### config.mk
export PLATFORM = sky130hd
export DESIGN_NAME = bram_toggle_sweep_ctrl_flat
export DESIGN_NICKNAME = d
export VERILOG_FILES = /design/src/rtl/bram_toggle_sweep_ctrl_if.sv /design/src/rtl/bram_toggle_sweep_ctrl.sv /design/src/flat_wrapper.sv
export SDC_FILE = /design/constraint.sdc
export NUM_CORES = 1
export LEC_CHECK = 0
export ABC_AREA = 1
export CAP_MARGIN = 5
export CORE_MARGIN = 4
export CORE_UTILIZATION = 45
export DETAILED_ROUTE_END_ITERATION = 12
export PLACE_DENSITY = 0.77
export RECOVER_POWER = 50
export SLEW_MARGIN = 20
export SYNTH_ARGS = -nofsm -noshare
export SYNTH_HDL_FRONTEND = slang
export SYNTH_SLANG_ARGS = --single-unit
### constraint.sdc
create_clock -name clk -period 6.7 [get_ports clk]
set_input_delay 2.01 -clock clk [delete_from_list [all_inputs] [get_ports clk]]
set_output_delay 2.01 -clock clk [all_outputs]
set_load 0.005 [all_outputs]
### src/rtl/bram_toggle_sweep_ctrl_if.sv
// Command, status and measurement-handshake bundle of the BRAM toggle-rate sweep sequencer.
// The sweep controller takes the slave side; the host or measurement logic takes the master side.
interface bram_toggle_sweep_ctrl_if;
  logic       start;
  logic       abort;
  logic [6:0] cfg_start_rate;
  logic [6:0] cfg_stop_rate;
  logic [6:0] cfg_step;
  logic       meas_ack;
  logic [6:0] toggle_rate;
  logic       chain_rst;
  logic       meas_req;
  logic [6:0] step_idx;
  logic       busy;
  logic       done;
  logic       cfg_err;
  logic       timeout_err;

  modport master (
    output start, abort, cfg_start_rate, cfg_stop_rate, cfg_step, meas_ack,
    input  toggle_rate, chain_rst, meas_req, step_idx, busy, done, cfg_err, timeout_err
  );

  modport slave (
    input  start, abort, cfg_start_rate, cfg_stop_rate, cfg_step, meas_ack,
    output toggle_rate, chain_rst, meas_req, step_idx, busy, done, cfg_err, timeout_err
  );
endinterface

### src/rtl/bram_toggle_sweep_ctrl.sv
// Sweeps the daisy-chain TOGGLE_RATE from a start to a stop value, settling at each step
// and handshaking one power sample per step with the measurement logic.
module bram_toggle_sweep_ctrl #(
  parameter int unsigned RST_CYCLES    = 16,
  parameter int unsigned SETTLE_CYCLES = 1024,
  parameter int unsigned ACK_TIMEOUT   = 4096,
  parameter int unsigned CNT_W         = 20
) (
  input logic                 clk,
  input logic                 irst_n,
  bram_toggle_sweep_ctrl_if.slave bus
);

  localparam logic [2:0] S_IDLE      = 3'd0;
  localparam logic [2:0] S_RST_CHAIN = 3'd1;
  localparam logic [2:0] S_SETTLE    = 3'd2;
  localparam logic [2:0] S_MEASURE   = 3'd3;
  localparam logic [2:0] S_STEP      = 3'd4;
  localparam logic [2:0] S_DONE      = 3'd5;

  localparam logic [6:0]       RATE_MAX    = 7'd100;
  localparam logic [CNT_W-1:0] RST_LAST    = CNT_W'(RST_CYCLES - 32'd1);
  localparam logic [CNT_W-1:0] SETTLE_LAST = CNT_W'(SETTLE_CYCLES - 32'd1);
  localparam logic [CNT_W-1:0] ACK_LAST    = CNT_W'(ACK_TIMEOUT - 32'd1);

  function automatic logic cfg_valid(input logic [6:0] s, input logic [6:0] p, input logic [6:0] st);
    return (st != 7'd0) && (p <= RATE_MAX) && (s <= p);
  endfunction

  logic [2:0]       state_r;
  logic [CNT_W-1:0] cnt_r;
  logic [6:0]       rate_r;
  logic [6:0]       stop_r;
  logic [6:0]       step_r;
  logic [6:0]       idx_r;
  logic             chain_rst_r;
  logic             meas_req_r;
  logic             busy_r;
  logic             done_r;
  logic             cfg_err_r;
  logic             timeout_err_r;

  logic [7:0]       sum_s;
  logic [6:0]       next_rate_s;

  // Next rate is formed 8 bits wide so 90+40 cannot wrap before clipping to the stop rate.
  assign sum_s = {1'b0, rate_r} + {1'b0, step_r};

  // Clip the stepped rate at the stop rate so the stop rate is always measured.
  always_comb begin
    next_rate_s = stop_r;
    if (sum_s >= {1'b0, stop_r}) begin
      next_rate_s = stop_r;
    end else begin
      next_rate_s = sum_s[6:0];
    end
  end

  // Sweep sequencer: one shared counter serves reset hold, settle dwell and ack timeout.
  always_ff @(posedge clk or negedge irst_n) begin
    if (!irst_n) begin
      state_r       <= S_IDLE;
      cnt_r         <= '0;
      rate_r        <= 7'd0;
      stop_r        <= 7'd0;
      step_r        <= 7'd0;
      idx_r         <= 7'd0;
      chain_rst_r   <= 1'b1;
      meas_req_r    <= 1'b0;
      busy_r        <= 1'b0;
      done_r        <= 1'b0;
      cfg_err_r     <= 1'b0;
      timeout_err_r <= 1'b0;
    end else if (bus.abort && (state_r != S_IDLE)) begin
      state_r     <= S_IDLE;
      cnt_r       <= '0;
      rate_r      <= 7'd0;
      chain_rst_r <= 1'b1;
      meas_req_r  <= 1'b0;
      busy_r      <= 1'b0;
    end else begin
      case (state_r)
        S_IDLE, S_DONE: begin
          if (bus.start && !bus.abort) begin
            cfg_err_r     <= 1'b0;
            timeout_err_r <= 1'b0;
            stop_r        <= bus.cfg_stop_rate;
            step_r        <= bus.cfg_step;
            cnt_r         <= '0;
            if (cfg_valid(bus.cfg_start_rate, bus.cfg_stop_rate, bus.cfg_step)) begin
              state_r <= S_RST_CHAIN;
              busy_r  <= 1'b1;
              done_r  <= 1'b0;
              rate_r  <= bus.cfg_start_rate;
              idx_r   <= 7'd0;
            end else begin
              state_r   <= S_DONE;
              done_r    <= 1'b1;
              cfg_err_r <= 1'b1;
            end
          end
        end
        S_RST_CHAIN: begin
          if (cnt_r == RST_LAST) begin
            state_r     <= S_SETTLE;
            chain_rst_r <= 1'b0;
            cnt_r       <= '0;
          end else begin
            cnt_r <= cnt_r + 1'b1;
          end
        end
        S_SETTLE: begin
          if (cnt_r == SETTLE_LAST) begin
            state_r    <= S_MEASURE;
            meas_req_r <= 1'b1;
            cnt_r      <= '0;
          end else begin
            cnt_r <= cnt_r + 1'b1;
          end
        end
        S_MEASURE: begin
          if (bus.meas_ack) begin
            state_r    <= S_STEP;
            meas_req_r <= 1'b0;
            cnt_r      <= '0;
          end else if (cnt_r == ACK_LAST) begin
            state_r       <= S_STEP;
            meas_req_r    <= 1'b0;
            timeout_err_r <= 1'b1;
            cnt_r         <= '0;
          end else begin
            cnt_r <= cnt_r + 1'b1;
          end
        end
        S_STEP: begin
          cnt_r <= '0;
          if (rate_r == stop_r) begin
            state_r     <= S_DONE;
            done_r      <= 1'b1;
            busy_r      <= 1'b0;
            rate_r      <= 7'd0;
            chain_rst_r <= 1'b1;
          end else begin
            state_r <= S_SETTLE;
            rate_r  <= next_rate_s;
            idx_r   <= idx_r + 7'd1;
          end
        end
        default: begin
          state_r     <= S_IDLE;
          cnt_r       <= '0;
          rate_r      <= 7'd0;
          chain_rst_r <= 1'b1;
          meas_req_r  <= 1'b0;
          busy_r      <= 1'b0;
        end
      endcase
    end
  end

  assign bus.toggle_rate = rate_r;
  assign bus.chain_rst   = chain_rst_r;
  assign bus.meas_req    = meas_req_r;
  assign bus.step_idx    = idx_r;
  assign bus.busy        = busy_r;
  assign bus.done        = done_r;
  assign bus.cfg_err     = cfg_err_r;
  assign bus.timeout_err = timeout_err_r;

endmodule

### src/flat_wrapper.sv
// flat-port wrapper written by rule: the top's interface ports become plain ports
module bram_toggle_sweep_ctrl_flat 
#(
  parameter int unsigned RST_CYCLES    = 16,
  parameter int unsigned SETTLE_CYCLES = 1024,
  parameter int unsigned ACK_TIMEOUT   = 4096,
  parameter int unsigned CNT_W         = 20
)
  (clk, irst_n, bus_start, bus_abort, bus_cfg_start_rate, bus_cfg_stop_rate, bus_cfg_step, bus_meas_ack, bus_toggle_rate, bus_chain_rst, bus_meas_req, bus_step_idx, bus_busy, bus_done, bus_cfg_err, bus_timeout_err);
  bram_toggle_sweep_ctrl_if bus_i ();
  input logic clk;
  input logic irst_n;
  input wire logic [$bits(bus_i.start)-1:0] bus_start;
  input wire logic [$bits(bus_i.abort)-1:0] bus_abort;
  input wire logic [$bits(bus_i.cfg_start_rate)-1:0] bus_cfg_start_rate;
  input wire logic [$bits(bus_i.cfg_stop_rate)-1:0] bus_cfg_stop_rate;
  input wire logic [$bits(bus_i.cfg_step)-1:0] bus_cfg_step;
  input wire logic [$bits(bus_i.meas_ack)-1:0] bus_meas_ack;
  output wire logic [$bits(bus_i.toggle_rate)-1:0] bus_toggle_rate;
  output wire logic [$bits(bus_i.chain_rst)-1:0] bus_chain_rst;
  output wire logic [$bits(bus_i.meas_req)-1:0] bus_meas_req;
  output wire logic [$bits(bus_i.step_idx)-1:0] bus_step_idx;
  output wire logic [$bits(bus_i.busy)-1:0] bus_busy;
  output wire logic [$bits(bus_i.done)-1:0] bus_done;
  output wire logic [$bits(bus_i.cfg_err)-1:0] bus_cfg_err;
  output wire logic [$bits(bus_i.timeout_err)-1:0] bus_timeout_err;
  assign bus_i.start = bus_start;
  assign bus_i.abort = bus_abort;
  assign bus_i.cfg_start_rate = bus_cfg_start_rate;
  assign bus_i.cfg_stop_rate = bus_cfg_stop_rate;
  assign bus_i.cfg_step = bus_cfg_step;
  assign bus_i.meas_ack = bus_meas_ack;
  assign bus_toggle_rate = bus_i.toggle_rate;
  assign bus_chain_rst = bus_i.chain_rst;
  assign bus_meas_req = bus_i.meas_req;
  assign bus_step_idx = bus_i.step_idx;
  assign bus_busy = bus_i.busy;
  assign bus_done = bus_i.done;
  assign bus_cfg_err = bus_i.cfg_err;
  assign bus_timeout_err = bus_i.timeout_err;
  bram_toggle_sweep_ctrl #(.RST_CYCLES(RST_CYCLES), .SETTLE_CYCLES(SETTLE_CYCLES), .ACK_TIMEOUT(ACK_TIMEOUT), .CNT_W(CNT_W)) u_core (.clk(clk), .irst_n(irst_n), .bus(bus_i));
endmodule
==> results.md, run 1 <==
- Htree depth: 3
- Worst-margin pin slew: 3.021 ns
- Crit-path leading delay family: buffers and inverters
- Initial DRT Pass Iterations: 5
- Post-synth top flop: dfrtp_1
- Status: complete, but fails checks
- First DRT Iteration DRCs: 216
- Critical Path, Cell by Cell: buf_2 -> clkbuf_1
- CTS sink count: 57
- Ys Warns: 0
- Dpl cells: around 700
- CP Launch Type: input pin
- WL final: 9.210 mm
- Post-DP HPWL: 7.193 mm
- Worst VDD drop: between 0.15 and 0.2 mV
- Most instantiated cells after synthesis: nand2_1, inv_1, dfrtp_1, nor2_1, nand3_1
- Share of post-route cells with drive strength above 1: 0.07794
- Largest stage delay on the critical path: 2.12 ns
- Data arrival, critical path: 4.24 ns
- Vias per cell: a little over 5
- Final hold violations: 0
- Non-Filler Instances: between 700 and 800
- CTS tree: done
- Yosys cell types: 39
- Register area share after synthesis: 0.3626
- Hold buffers post-CTS: 0
- IO Count: 46
- CTS clk-pin slew, worst paths: about 0.070 ns
- Leakage power: about 0.0024 uW
- Failing checks: max-capacitance violations, max-slew violations
- Max Cap Viol: 1
- Top-area cell type share of the netlist area: 0.3559
- DIE AREA: 10310 um2
- I/O Buffers: 45
- Min cycle time layout: roughly 4.5 ns
- Cts bufs inserted: 9
- Crit Path Class: in -> async
- Total Routing Usage GR: 0.1925
- Critical-path top delay cell: clkbuf_1
- Clk_skew: roughly 0.0091 ns
- Cell count after synthesis: around 550
- Antenna Cells: 0
- Final core occ: 0.5559
- Antenna viol nets, final: 0
- Fmax: between 200 and 250 MHz
- PD cells: between 300 and 400 nW/um2
- Nets: between 600 and 700
- Post-cts sizing count: 0
- Number of setup violations in the final report: 0
- Clk_lat worst skew: 0.34 ns
- Layout area overhead: 18.33%
- CP max FO: 57
- CP required: 6.48 ns
- Post-DP Area: 4479 um2
- Post-synth EDFFs: 0
- Multi-input gate area in the final layout: about 2200 um2
- Remaining Overflow, GRT: 0
- Clock tree buffer depth: 2
- Mean Syn Cell Area: 7.198 um2
- Max-slew violations: 58
- First-pass GRT wire length: around 16 mm
- Fin crit share: 0.6660
- Most common cell in the netlist: nand2_1
- Via count: approximately 3600
- Initial antenna violation count: 0
- Top cell type by total area after synthesis: dfrtp_1
- Main area contributors after synthesis: dfrtp_1, nand2_1, ha_1
- Syn Nets: a little under 600
- Row count: 33
- Worst hold-check path type: reg -> reg
- Mapped cell area: slightly below 4000 um2
- Critical path buffer and inverter count: 2
- Die height: between 100 and 150 um
- Vias in the first global route: around 3500
- Post-CTS setup repair buffer count: 0
- FF+latch area: 1428 um2
- DRC viols: 0
- Starting Density: 0.4698
- Routed WL per cell: between 10 and 15 um
- Die W: between 100 and 150 um
- CTS Root Cell: clkbuf_8
- RSZ-0062 raised after global routing: false
- Synth Register Bits: between 50 and 60
- Filler cells: roughly 800
- Final Wtd Congestion: approximately 0.9
- Slew margin rel.: -1.014
- Flop2flop setup slack: 3.46 ns
- Core area: ~8400 um2
- CP endpoint kind: async pin
- Final Cell Area: approximately 4700 um2
- Largest net degree at the start of global routing: 58
- Setup tns final: 0 ns
- Asr flop ratio synth: 1.000
layout by cell type (no fill, tap or decap), types with 3 or more instances in the layout:
cell and count:
nor2_2 13, xor2_1 19, or2_2 3, dlygate4sd3_1 5, ha_1 23, xnor2_1 3, nand4_1 14, dfrtp_1 56
inv_2 3, a31oi_1 4, clkbuf_8 10, nand3_1 37, a21oi_1 17, nand3b_1 3, nand2_2 4, inv_1 78
o21ai_0 26, nor2_1 43, nand2_1 165, nor3_1 10, clkdlybuf4s50_1 39
sequential cells by signal, summed over array words and instances (netlist names):
signal and flops:
u_core.state_r 3, u_core.step_r 7, u_core.bus.timeout_err 1, u_core.cnt_r 20, u_core.bus.chain_rst 1, u_core.stop_r 7
u_core.bus.step_idx 7, u_core.bus.toggle_rate 7, u_core.bus.busy 1, u_core.bus.done 1, u_core.bus.meas_req 1, u_core.bus.cfg_err 1
tightest hold or removal path, cell delays in order (launching register included):
cell and delay [ns]:
dfstp_2 0.37, nand2_1 0.05, o21ai_0 0.07
layer usage:
metal / GRT usage / up-vias / wire length (um)
li1: - / 1855 / -
met1: 0.2506 / 1673 / 4227
met2: 0.3159 / 88 / 4465
met3: 0.04545 / 14 / 377
met4: 0.06339 / 0 / 140
met5: 0 / - / 0
where the power goes:
group	switching, uW	internal, uW	leakage [uW]	total, uW
combinational	523	299	0.00154	821
clock	137	180	0.0000953	317
sequential	72.8	421	0.000759	494
through the flow:
stage	total power (uW)	hold slack, ns	setup WS (ns)
global placement	1295	0.4782	2.461
finish	1632	0.4953	2.238
floorplan	1116	0.4570	3.253
CTS	1652	0.4989	2.758
detailed placement	1324	0.4819	2.383
global route	1785	0.5161	1.517
final timing paths:
kind                       depth (start not counted)                 startpoint                         to
max                                                2                     irst_n     u_core.bus.step_idx[6]
min                                                2       u_core.bus.chain_rst       u_core.bus.chain_rst
max reg2reg                                       18  u_core.bus.toggle_rate[0]  u_core.bus.toggle_rate[2]
min reg2reg                                        2       u_core.bus.chain_rst       u_core.bus.chain_rst
max in group clk                                  10                  bus_abort          u_core.state_r[2]
min in group asynchronous                          2                     irst_n           u_core.stop_r[4]
layout make-up:
class / count / share of cell area
sequential: 57 / 0.3064
tap: 105 / 0.02820
timing repair buffer: 46 / 0.09640
multi-input combinational: 403 / 0.4616
clock inverter: 5 / 0.01182
clock buffer: 11 / 0.03034
inverter: 81 / 0.06525
cell families (layout without fill, tap and decap cells):
group,count (synthesis),count (layout),synth area share
AND/OR/NAND/NOR,299,299,0.3387
buffers and inverters,87,143,0.08802
XOR/XNOR,22,22,0.04894
adder cells (fa/ha/maj),24,24,0.07817
AO/OA/AOI/OAI,58,58,0.08357
flip-flops,57,57,0.3626
Power figures use the tool's default switching activity.
==> inputs of run 2 (changes only) <==
Settings changed: PLACE_DENSITY 0.77 to 0.8.
Clock period 6.7 ns to 4.1 ns, I/O delays scaled along.
==> run 2 against run 1 <==
  * The flow still finishes with violations (max-capacitance violations, max-slew violations)
  * Final cell count is 0.28% higher
  * Sequential share of layout area is 0.26 points lower
  * Worst setup slack lost 1.4 ns
  * Critical path depth is 16 higher
  * Hold slack better by 0.00088 ns
  * Die area is the same
  * Sequential cell count did not move
  * Critical endpoint is now u_core.bus.toggle_rate[4]
  * Largest cell class unchanged
==> results.md, run 2 (synthesized netlist as in run 1, its figures left out) <==
- Status: complete, but fails checks (unchanged)
- Failing checks: max-capacitance violations, max-slew violations (unchanged)
- Critical-path top delay cell: dfrtp_1 (was clkbuf_1)
- Layout area overhead: 19.35% (was 18.33%)
- Final WS setup: 0.8660 ns (was 2.238 ns)
- Setup WS pre-CTS: 0.5765 ns (was 2.383 ns)
- Initial antenna violation count: 0 (unchanged)
- Fmax: between 300 and 400 MHz
- Vias in the first global route: 3645 (was 3476)
- Final core occ: 0.5607 (was 0.5559)
- Post-DP HPWL: 7.392 mm (was 7.193 mm)
- CTS Root Cell: clkbuf_8 (unchanged)
- Largest stage delay on the critical path: 0.44 ns (was 2.12 ns)
- I/O Buffers: 45 (unchanged)
- Filler cells: 797 (was 788)
- Cts bufs inserted: 9 (unchanged)
- Antenna viol nets, final: 0 (unchanged)
- Die W: 101.5 um (unchanged)
- Via count: 3681 (was 3630)
- Most used cell, CP: nand2_1
- Total Routing Usage GR: 0.1937 (was 0.1925)
- DIE AREA: 10310 um2 (unchanged)
- Clk_lat worst skew: 0.34 ns (about the same)
- Final hold violations: 0 (unchanged)
- Starting Density: 0.4698 (unchanged)
- Share of post-route cells with drive strength above 1: 0.08760 (was 0.07794)
- CTS sink count: 57 (unchanged)
- IO Count: 46 (unchanged)
- Critical Path, Cell by Cell: ha_1 -> fa_1 -> nand3_1 -> nand2_1 -> or2_2 -> nand2_1 -> inv_1 -> ha_1 -> a21oi_1 -> o21a_1 -> nand2_1 -> nor2_1 -> nand2_1 -> nand2_1 -> nand3_1 -> nand2_1 -> nand2_1 -> nand2_1 (was buf_2 -> clkbuf_1)
- Final Wtd Congestion: 0.9622 (was 0.8894)
- Largest Register: u_core.cnt_r (unchanged)
- CTS tree: done (unchanged)
- Htree depth: 3 (unchanged)
- Data arrival, critical path: 3.51 ns (was 4.24 ns)
- Vias per cell: 5.185 (was 5.127)
- Crit-path leading delay family: simple AND/OR/NAND/NOR gates (was buffers and inverters)
- Most frequent cells in the layout: nand2_1, inv_1, dfrtp_1 (unchanged)
- Clock tree buffer depth: 2 (unchanged)
- Post-CTS setup repair buffer count: 0 (unchanged)
- CTS clk-pin slew, worst paths: 0.06 ns (was 0.07 ns)
- Final Cell Area: 4700 um2 (was 4659 um2)
- Largest net degree at the start of global routing: 37 (was 58)
- Crit Path Class: reg -> reg (was in -> async)
- Critical path buffer and inverter count: 1 (was 2)
- Remaining Overflow, GRT: 0 (unchanged)
- Worst-margin pin slew: 1.921 ns (was 3.021 ns)
- CP endpoint kind: flop (was async pin)
- Worst VDD drop: 0.2375 mV (was 0.1555 mV)
- Total power: 2760 uW (was 1632 uW)
- DRC viols: 0 (unchanged)
- Max Cap Viol: 1 (unchanged)
- Number of setup violations in the final report: 0 (unchanged)
- Initial DRT Pass Iterations: 5 (unchanged)
- Max-slew violations: 37 (was 58)
- CP Launch Type: flop (was input pin)
- PD cells: 587.3 nW/um2 (was 350.2 nW/um2)
- Max FFs per register: 20 (unchanged)
- Worst hold-check path type: reg -> reg (unchanged)
- Crit path from: u_core.bus.toggle_rate[0] (was irst_n)
- Post-cts sizing count: 0 (unchanged)
- Antenna Cells: 0 (unchanged)
- Leakage power: 0.002402 uW (was 0.002390 uW)
- Hold Path Origin: u_core.bus.chain_rst (unchanged)
- Launching point of the worst reg2reg path: u_core.bus.toggle_rate[0] (unchanged)
- CP required: 4.38 ns (was 6.48 ns)
- Die height: 101.5 um (unchanged)
- Core area: 8382 um2 (unchanged)
- Nets: 650 (was 648)
- Min cycle time layout: approximately 3.2 ns
- First-pass GRT wire length: 16.07 mm (was 15.81 mm)
- Clk_skew: 0.01053 ns (was 0.009064 ns)
- Slew margin rel.: -0.2807 (was -1.014)
- Post-DP Area: 4494 um2 (was 4479 um2)
- First DRT Iteration DRCs: 204 (was 216)
- Row count: 33 (unchanged)
- RSZ-0062 raised after global routing: false (unchanged)
- Hold buffers post-CTS: 0 (unchanged)
- Routed WL per cell: 13.16 um (was 13.01 um)
- Setup tns final: 0 ns (unchanged)
- WL final: 9.345 mm (was 9.210 mm)
- Commonest non-fill, non-tap cell in the layout: nand2_1 (unchanged)
- Fin crit share: 0.7888
- CP max FO: 8 (was 57)
[run 2: cell count changes in the layout (fill, tap and decap cells not counted), moves of 2 or more]
cell / delta
buf_4: +2
clkdlybuf4s50_1: +3
dlygate4sd3_1: -3
inv_1: -2
inv_2: +2
nand2_1: -3
nand2_2: +2
[run 2: where the power goes]
group	switching, uW	total, uW	internal [uW]
Clock	230	569	339
Combinational	876	1380	507
Sequential	122	809	687
Total	1230	2760	1530
[run 2: tightest hold or removal path, stage by stage, from the launching register on]
cell and delay, ns:
dfstp_2 0.37, nand2_1 0.05, o21ai_0 0.07
[run 2: per-stage QoR]
step                      std cells  hold slack, ns
after floorplan                 547          0.4570
after global placement          694          0.4821
after detailed placement        694          0.4853
after CTS                       710          0.5009
after global routing            710          0.5338
final                           710          0.4962
[run 2: area by class of cell]
| cell class | instances | area, um2 | area share |
|---|---|---|---|
| Clock buffer | 10 | 127.6 | 0.02716 |
| Clock inverter | 6 | 82.58 | 0.01757 |
| Inverter | 81 | 304.0 | 0.06470 |
| Multi-Input combinational cell | 403 | 2163 | 0.4603 |
| Sequential cell | 57 | 1428 | 0.3038 |
| Tap cell | 105 | 131.4 | 0.02796 |
| Timing Repair Buffer | 48 | 462.9 | 0.09851 |
[run 2: worst paths after layout]
kind                                             end  depth (start not counted)  slack (ns)
min in group asynchronous           u_core.cnt_r[19]                          1        1.42
max in group asynchronous     u_core.bus.step_idx[0]                          2        1.51
min                             u_core.bus.chain_rst                          2        0.50
max                        u_core.bus.toggle_rate[4]                         18        0.87
max reg2reg                u_core.bus.toggle_rate[4]                         18        0.87
min reg2reg                     u_core.bus.chain_rst                          2        0.50
[run 2: layer usage]
metal	share of wire	vias up	GRT usage
li1	-	1849	-
met1	0.44	1721	0.2400
met2	0.49	92	0.3360
met3	0.048	19	0.03650
met4	0.017	0	0.06953
met5	0	-	0
==> inputs of run 3 (changes only) <==
Clock period 4.1 ns to 2.7 ns, I/O delays scaled along.
==> run 3 against run 2 <==
  * The run ends with negative setup slack left
  * Via count increased by 5.9%
  * Die area unchanged
  * Power increased by 72%
  * Final cell count increased by 4.8%
  * Register-to-register slack got worse by 0.93 ns
  * First-iteration DRC count decreased by 15%
  * Sequential cell count unchanged
  * Clock-buffer cell count increased by 1
  * Critical path type unchanged
==> results.md, run 3 (synthesized netlist as in run 1, its figures left out) <==
- I/O Buffers: 45 (unchanged)
- Htree depth: 3 (unchanged)
- Final hold violations: 0 (unchanged)
- Vias in the first global route: 3823 (was 3645)
- CP max FO: 4 (was 8)
- Remaining Overflow, GRT: 0 (unchanged)
- Max Cap Viol: 0 (was 1)
- Slew margin rel.: 0.2546 (was -0.2807)
- CTS tree: done (unchanged)
- CTS clk-pin slew, worst paths: 0.07 ns (was 0.06 ns)
- Clock tree buffer depth: 2 (unchanged)
- First-pass GRT wire length: 17.70 mm (was 16.07 mm)
- Final Wtd Congestion: 0.9494 (was 0.9622)
- Leakage power: 0.002554 uW (was 0.002402 uW)
- Antenna Cells: 0 (unchanged)
- Starting Density: 0.4698 (unchanged)
- Nets: 684 (was 650)
- Final Cell Area: 5054 um2 (was 4700 um2)
- Worst-margin pin slew: 1.118 ns (was 1.921 ns)
- IO Count: 46 (unchanged)
- Hold buffers post-CTS: 0 (unchanged)
- Die height: 101.5 um (unchanged)
- Multi-input gate area in the final layout: 2266 um2 (was 2163 um2)
- Die W: 101.5 um (unchanged)
- Clk_skew: 0.007282 ns (was 0.01053 ns)
- Initial DRT Pass Iterations: 5 (unchanged)
- CTS sink count: 57 (unchanged)
- Final core occ: 0.6029 (was 0.5607)
- CP required: 2.92 ns (was 4.38 ns)
- Fin crit share: 1.025 (was 0.7888)
- Commonest non-fill, non-tap cell in the layout: nand2_1 (unchanged)
- Setup tns final: -0.4070 ns (was 0 ns)
- Most frequent cells in the layout: nand2_1, inv_1, dfrtp_1 (unchanged)
- Fmax: 361.3 MHz (was 309.2 MHz)
- Share of post-route cells with drive strength above 1: 0.1628 (was 0.08760)
- Final WS setup: -0.06752 ns (was 0.8660 ns)
- Largest net degree at the start of global routing: 39 (was 37)
- Data arrival, critical path: 2.99 ns (was 3.51 ns)
- CTS Root Cell: clkbuf_8 (unchanged)
- Crit Path Class: reg -> reg (unchanged)
- Antenna viol nets, final: 0 (unchanged)
- Layout area overhead: 28.34% (was 19.35%)
- Filler cells: 728 (was 797)
- Largest stage delay on the critical path: 0.44 ns (about the same)
- CP Launch Type: flop (unchanged)
- DIE AREA: 10310 um2 (unchanged)
- Largest Register: u_core.cnt_r (unchanged)
- Max-slew violations: 0 (was 37)
- WL final: 10.53 mm (was 9.345 mm)
- Worst hold-check path type: reg -> reg (unchanged)
- Most used cell, CP: nand2_1 (unchanged)
- Critical-path top delay cell: dfrtp_1 (unchanged)
- Post-DP HPWL: 8.038 mm (was 7.392 mm)
- Row count: 33 (unchanged)
- FF+latch area: 1429 um2 (was 1428 um2)
- Routed WL per cell: 14.16 um (was 13.16 um)
- Worst hold slack: 0.4901 ns (was 0.4962 ns)
- Post-DP Area: 4690 um2 (was 4494 um2)
- RSZ-0062 raised after global routing: true (was false)
- Core area: 8382 um2 (unchanged)
- Cts bufs inserted: 9 (unchanged)
- Max FFs per register: 20 (unchanged)
- CP endpoint kind: flop (unchanged)
- Clk_lat worst skew: 0.34 ns (about the same)
- Number of setup violations in the final report: 7 (was 0)
- Worst VDD drop: 0.4113 mV (was 0.2375 mV)
- Vias per cell: 5.241 (was 5.185)
- PD cells: 938.8 nW/um2 (was 587.3 nW/um2)
- Total Routing Usage GR: 0.2156 (was 0.1937)
- Initial antenna violation count: 0 (unchanged)
- Via count: 3899 (was 3681)
- First DRT Iteration DRCs: 174 (was 204)
- DRC viols: 0 (unchanged)
- Critical Path, Cell by Cell: ha_4 -> fa_2 -> nand3_2 -> nand2_2 -> or2_4 -> nand2_4 -> inv_2 -> ha_4 -> a21oi_2 -> o21a_1 -> nand2_2 -> nor2_4 -> buf_6 -> nand3_1 -> nand3_1 -> nand2_1 -> nand2_1 -> nand2_1 (was ha_1 -> fa_1 -> nand3_1 -> nand2_1 -> or2_2 -> nand2_1 -> inv_1 -> ha_1 -> a21oi_1 -> o21a_1 -> nand2_1 -> nor2_1 -> nand2_1 -> nand2_1 -> nand3_1 -> nand2_1 -> nand2_1 -> nand2_1)
- Status: complete, but fails checks (unchanged)
- Min cycle time layout: 2.768 ns (was 3.234 ns)
- Failing checks: negative setup slack (was max-capacitance violations, max-slew violations)
run 3: cell types whose count changed in the layout (fill, tap and decap cells not counted), sizes merged:
cell           before  now
clkdlybuf4s50      42   43
clkinvlp            1    2
buf                 2   35
clkbuf             12   14
dlygate4sd3         2    1
clkinv              3    2
bufinv              2    1
run 3: repair_timing:
item | CTS | global route
setup buffers | 8 | 2
setup endpoints to repair | 7 | 8
gates resized for setup | 20 | 8
pin swaps | 14 | 5
run 3: final cells by class:
type                       count  area share
tap                          105     0.02600
multi-input combinational    403      0.4484
clock inverter                 5     0.01089
timing repair buffer          82      0.1438
inverter                      81     0.06016
clock buffer                  11     0.02798
sequential                    57      0.2827
run 3: report_power, final:
part,internal [uW],switching [uW]
sequential,1040,185
combinational,1170,1550
clock,448,348
run 3: routing by layer:
| metal | GRT usage | share of wire |
|---|---|---|
| met5 | 0 | 0 |
| met3 | 0.04063 | 0.038 |
| met1 | 0.2641 | 0.42 |
| met4 | 0.07873 | 0.029 |
| met2 | 0.3768 | 0.51 |
run 3: final timing paths:
check / startpoint / endpoint / slack, ns / cells past startpoint
worst max-delay path: u_core.step_r[0] / u_core.bus.toggle_rate[1] / -0.07 / 18
worst min-delay path: u_core.bus.chain_rst / u_core.bus.chain_rst / 0.49 / 2
worst max register to register: u_core.step_r[0] / u_core.bus.toggle_rate[1] / -0.07 / 18
worst min register to register: u_core.bus.chain_rst / u_core.bus.chain_rst / 0.49 / 2
max in group asynchronous: irst_n / u_core.bus.toggle_rate[1] / 0.44 / 2
min in group asynchronous: irst_n / u_core.cnt_r[11] / 0.67 / 1
run 3: worst max-delay path: cells and delay by family, from the launching register on:
family                     cells  cell delay (ns)
AOI/OAI and AO/OA              2             0.25
adders and majority gates      3             0.74
buffers and inverters          2             0.18
DFF                            1             0.44
and+or+nand+nor               11             1.01
run 3: through the flow:
stage	setup slack, ns	instances	power, uW
6_report	-0.06752	744	4744
5_1_grt	-0.1779	744	5145
4_1_cts	0.006392	742	4623
3_5_place_dp	-0.2385	718	3569
3_3_place_gp	-0.1164	718	3483
2_1_floorplan	0.0001861	547	2777
